--- src/rtl/io_pin_conditioner.sv ---
// io_pin_conditioner: pad-side synchroniser, debouncer and output register
// stage sitting directly in front of io_filter.
module io_pin_conditioner #(
  parameter int IO_PINS       = 16,
  parameter int SYNC_STAGES   = 2,
  parameter int DEBOUNCE_BITS = 4
) (
  input  logic                     clk,
  input  logic                     rst,
  input  logic [DEBOUNCE_BITS-1:0] debounce_limit,
  input  logic [IO_PINS-1:0]       pin_dir,
  input  logic [IO_PINS-1:0]       io_in,
  output logic [IO_PINS-1:0]       io_out,
  output logic [IO_PINS-1:0]       io_oeb,
  output logic [IO_PINS-1:0]       filt_data_in,
  input  logic [IO_PINS-1:0]       filt_data_out
);

  typedef logic [DEBOUNCE_BITS-1:0] cnt_t;

  logic [SYNC_STAGES-1:0][IO_PINS-1:0] sync_q;
  logic [SYNC_STAGES-1:0][IO_PINS-1:0] sync_d;
  logic [IO_PINS-1:0]                  syn;

  logic [IO_PINS-1:0]       stable_q;
  logic [IO_PINS-1:0]       stable_d;
  cnt_t [IO_PINS-1:0]       cnt_q;
  cnt_t [IO_PINS-1:0]       cnt_d;

  logic [IO_PINS-1:0]       io_out_q;
  logic [IO_PINS-1:0]       io_out_d;
  logic [IO_PINS-1:0]       io_oeb_q;
  logic [IO_PINS-1:0]       io_oeb_d;

  // Shift every pad through the chain; stage 0 takes the raw pads.
  always_comb begin
    sync_d = {sync_q[SYNC_STAGES-2:0], io_in};
  end

  assign syn = sync_q[SYNC_STAGES-1];

  // Synchroniser flops, cleared to 0 on reset.
  always_ff @(posedge clk or posedge rst) begin
    if (rst) begin
      sync_q <= '0;
    end else begin
      sync_q <= sync_d;
    end
  end

  // Per-pin debounce: accept a new level only after it outlasts the limit.
  always_comb begin
    stable_d = stable_q;
    cnt_d    = cnt_q;
    for (int i = 0; i < IO_PINS; i++) begin
      if (pin_dir[i]) begin
        cnt_d[i] = '0;
      end else if (syn[i] == stable_q[i]) begin
        cnt_d[i] = '0;
      end else if (cnt_q[i] < debounce_limit) begin
        cnt_d[i] = cnt_q[i] + cnt_t'(1);
      end else begin
        stable_d[i] = syn[i];
        cnt_d[i]    = '0;
      end
    end
  end

  // Debounce state: accepted level plus per-pin stability counter.
  always_ff @(posedge clk or posedge rst) begin
    if (rst) begin
      stable_q <= '0;
      cnt_q    <= '0;
    end else begin
      stable_q <= stable_d;
      cnt_q    <= cnt_d;
    end
  end

  // Output data follows io_filter; enable is active-low of pin_dir.
  always_comb begin
    io_out_d = filt_data_out;
    io_oeb_d = ~pin_dir;
  end

  // Pad registers; reset leaves every pad undriven.
  always_ff @(posedge clk or posedge rst) begin
    if (rst) begin
      io_out_q <= '0;
      io_oeb_q <= '1;
    end else begin
      io_out_q <= io_out_d;
      io_oeb_q <= io_oeb_d;
    end
  end

  assign filt_data_in = stable_q;
  assign io_out       = io_out_q;
  assign io_oeb       = io_oeb_q;

endmodule

--- config.mk ---
export PLATFORM = sky130hd
export DESIGN_NAME = io_pin_conditioner
export DESIGN_NICKNAME = d
export VERILOG_FILES = /design/src/rtl/io_pin_conditioner.sv
export SDC_FILE = /design/constraint.sdc
export NUM_CORES = 1
export LEC_CHECK = 0
export CAP_MARGIN = 0
export CORE_ASPECT_RATIO = 1.25
export CORE_MARGIN = 10
export CORE_UTILIZATION = 53
export CTS_CLUSTER_DIAMETER = 40
export DETAILED_ROUTE_END_ITERATION = 16
export PLACE_DENSITY = 0.79
export SKIP_LAST_GASP = 1
export SYNTH_ARGS = -nofsm -noshare
export SYNTH_HDL_FRONTEND = slang
export SYNTH_SLANG_ARGS = --single-unit
--- constraint.sdc ---
create_clock -name clk -period 5.65 [get_ports clk]
set_input_delay 1.13 -clock clk [delete_from_list [all_inputs] [get_ports clk]]
set_output_delay 1.13 -clock clk [all_outputs]
set_load 0.02 [all_outputs]
* Word level (Yosys, flattened, before mapping)
Index checks and enable logic that the tools add are counted.
Word-level totals: word-level logic and storage cells 197, bits in registers 144, input bits 54, output and inout bits 48
Operators by class: add/sub/neg operators 16, magnitude comparators 16, reduce and logical (&&, ||, !) cells 16, equal/unequal tests 16, bitwise logic cells 49, multiplexer cells 48
Operator list (number):
- 4-bit 2-to-1 mux | 48
- 4-bit by 1-bit adder with 4-bit output, second input constant | 16
- 4-bit < comparator | 16
- 1-bit NOT | 48
- 3-bit AND reduction | 16
- 1-bit == test | 16
- 16-bit NOT | 1

* Longest topological paths before layout
word-level depth 4, mapped depth 5, depth with buffers taken out 5

* Worst setup path before layout
Ideal clock, no wire load.
kind input port to flip-flop, start point input debounce_limit[1], end point register stable_q[0] (netlist: filt_data_in[0]), arrival time 2422 ps, path slack 3096 ps, buffers on the path 0, library setup time 131 ps, stages 5, data required time 5519 ps, path through inv_1 -> ha_1 -> o211ai_1 -> o211a_1 -> or3_1
Between the ends: word-level cells in the longest chain between the ends 3
RTL lines:
- start, declared | RTL line 10 | input logic [DEBOUNCE_BITS-1:0] debounce_limit,
- 4-bit < comparator | RTL line 60 | end else if (cnt_q[i] < debounce_limit) begin
- 1-bit NOT (no source line)
- 3-bit AND reduction (no source line)
- end signal, assigned | RTL line 75 | stable_q <= stable_d;
- end, declared | RTL line 25 | logic [IO_PINS-1:0] stable_q;
Every way passes these cells. A chain may end at the register's enable or synchronous reset.

==> impl_results.md <==
* Synth cell types at 19
* Setup crit end kind: flip-flop
* Seq/Total Area, Yosys at 55.4%
* Worst-Skew Late Latency at 0.42 ns
* Post-route core utilization at 69.8%
* Tot Pwr at 2.75 mW
* Netlist Area Pre-Place at 6540 um^2
* Final non-filler cell total at 814
* Req. time, crit path at 5.98 ns
* Initial antenna violation count at 0
* Post-Place Setup Slack at 2.24 ns
* RePlAce Congestion at 0.796
* Largest net degree at the start of global routing at 112
* Via count at 4,528
* 1st-pass router iterations at 4
* # diodes at 0
* Num ports at 102
* Final Max Slew Viols at 0
* HP Class: flip-flop to flip-flop
* Synth warnings at 0
* Worst Clk Skew at 0.00679 ns
* Die height at 144 um
* Pwr dens at 325 nW/um^2
* Chip width at 119 um
* Most common cell in the synthesized netlist: dfrtp_1
* Num CTS Buffers at 17
* H-Tree Depth at 4
* Main synth FF type: dfrtp_1
* Area share of the leading cell type in the synthesized netlist at 49.0%
* Hold depth at 0
* Post-Syn Nets at 635
* Worst hold slack at 0.348 ns
* First-pass GRT wire length at 24,100 um
* Final Hold Viols at 0
* Total GRT Usage at 17.4%
* CTS sink cnt at 144
* Layout area overhead at 29.2%
* Ys async rst share at 100%
* Period Utilization, post-route at 53.6%
* CTS Hold Bufs at 0
* Design area at 8450 um^2
* Worst slew margin at 35.2%
* Cells after Synth at 517
* FMAX at 330 MHz
* Routed Wire Length at 14,100 um
* Die area at 17,200 um^2
* CP Launch Type: primary input
* Leak at 3.72 nW
* Inst Count DP at 782
* Net count reported at finish at 755
* Clk buf depth at 2
* Least-Margin Pin Slew at 0.972 ns
* Setup violations, final at 0
* Maxcap violations at 0
* Vias in the first global route at 5,139
* Share of cells above drive strength 1 at 9.85%
* CTS tree: built
* Post-DP HPWL at 9620 um
* RSZ-0062 raised after global routing: false
* Syn_area_per_cell at 12.6 um^2
* Most instantiated cells after synthesis: dfrtp_1 (128), ha_1 (64), nor3_1 (64)
* Top cells by area, synth: dfrtp_1 (49%), ha_1 (12%), dfstp_2 (6.4%), nor3_1 (4.9%), xor2_1 (4.3%)
* Initial Utilization at 54.0%
* Flop and latch count out of synthesis at 144
* Root Driver: clkbuf_16
* Drt drc at 0
* Post-DP Area at 7750 um^2
* Final WS setup at 2.62 ns
* Avg WL per Cell at 17.3 um
* Count of port buffers added during placement at 101
* Yosys top cell by area: dfrtp_1
* Cell count of the worst reg-to-reg path at 4
* Total grt overflow at 0
* Crit Path Max Fanout at 16
* Worst Path Class, Setup: primary input to flip-flop
* Rows at 45
* DRT antenna net count at 0
* Post-CTS Setup Bufs at 0
* Shortest period the worst path allows at 3.03 ns
* Worst-path clk slew at 0.06 ns
* Routed vias/inst at 5.56
* Number of flops mapped to enable cells by yosys at 0
* Status: completed
* Max VDD drop at 0.229 mV
* Arrival time worst endpoint at 3.36 ns
* Initial DRC Count at 208
* R2R setup slack at 4.02 ns
* Core area at 12,100 um^2
* Setup TNS at 0 ns
* # resized after CTS at 0
-- report_power, final --
part           leakage (nW)  switching [mW]  total [mW]  internal, mW
clock                 0.337           0.414        1.31         0.893
sequential             1.75          0.0462        1.13          1.09
combinational          1.63           0.160       0.306         0.146
-- state kept, by name, indices dropped and copies added (netlist names) --
name / cells
sync_d: 16
syn: 16
io_oeb: 16
cnt_q: 64
io_out: 16
filt_data_in: 16
-- cells by family after synthesis --
logic type	after synthesis	synth area share [%]
simple gates	160	16.0
compound gates	80	8.58
buf+inv	21	1.32
fa+ha+maj	64	12.3
xor+xnor	48	6.43
flops	144	55.4
-- placed cells by master, fill, tap and decap left out --
cell and count:
dfrtp_1 128, clkdlybuf4s50_1 101, nor3_1 64, ha_1 64, o211ai_1 32, xor2_1 32
inv_1 19, clkbuf_16 17, a21oi_1 16, o211a_1 16, nand2b_1 16, nand2_1 16
o21ai_0 16, or3_1 16, xnor2_1 16, nor3b_1 16, nand3_1 16, dfstp_2 16
nor3b_4 10, bufinv_16 7, nor3b_2 6, clkinv_2 3, clkbuf_1 2, clkbuf_8 2
inv_6 1, clkinvlp_4 1, buf_4 1
-- worst max-delay path, stage by stage --
cell	delay, ns
clkdlybuf4s50_1	0.39
inv_1	0.62
ha_1	0.37
o211ai_1	0.34
o211ai_1	0.27
nor3b_1	0.23
-- area by class of cell --
cell class / count / area, um^2
Inverter: 20 / 80.1
Clock buffer: 21 / 460
Sequential cell: 144 / 3620
Timing Repair Buffer: 102 / 1020
Fill cell: 854 / 3660
Clock inverter: 11 / 233
Multi-Input combinational cell: 352 / 2830
Tap cell: 164 / 205
-- worst paths after layout --
kind / startpoint / to
setup / recovery: debounce_limit[1] / cnt_q[49]$_DFF_PP0_
hold / removal: sync_d[31]$_DFF_PP0_ / syn[15]$_DFF_PP0_
setup reg to reg: cnt_q[51]$_DFF_PP0_ / filt_data_in[12]$_DFFE_PP0P_
hold reg to reg: sync_d[31]$_DFF_PP0_ / syn[15]$_DFF_PP0_
min in group asynchronous: rst / io_out[6]$_DFF_PP0_
max in group asynchronous: rst / io_oeb[13]$_DFF_PP1_
-- per-layer routing --
layer	up-vias	global-route usage, %	routed length (um)
met5	-	0	0
met4	0	7.19	189
met3	18	5.77	725
met2	100	30.2	7430
met1	2273	19.3	5710
li1	2137	-	-
(Power assumes the default switching activity.)
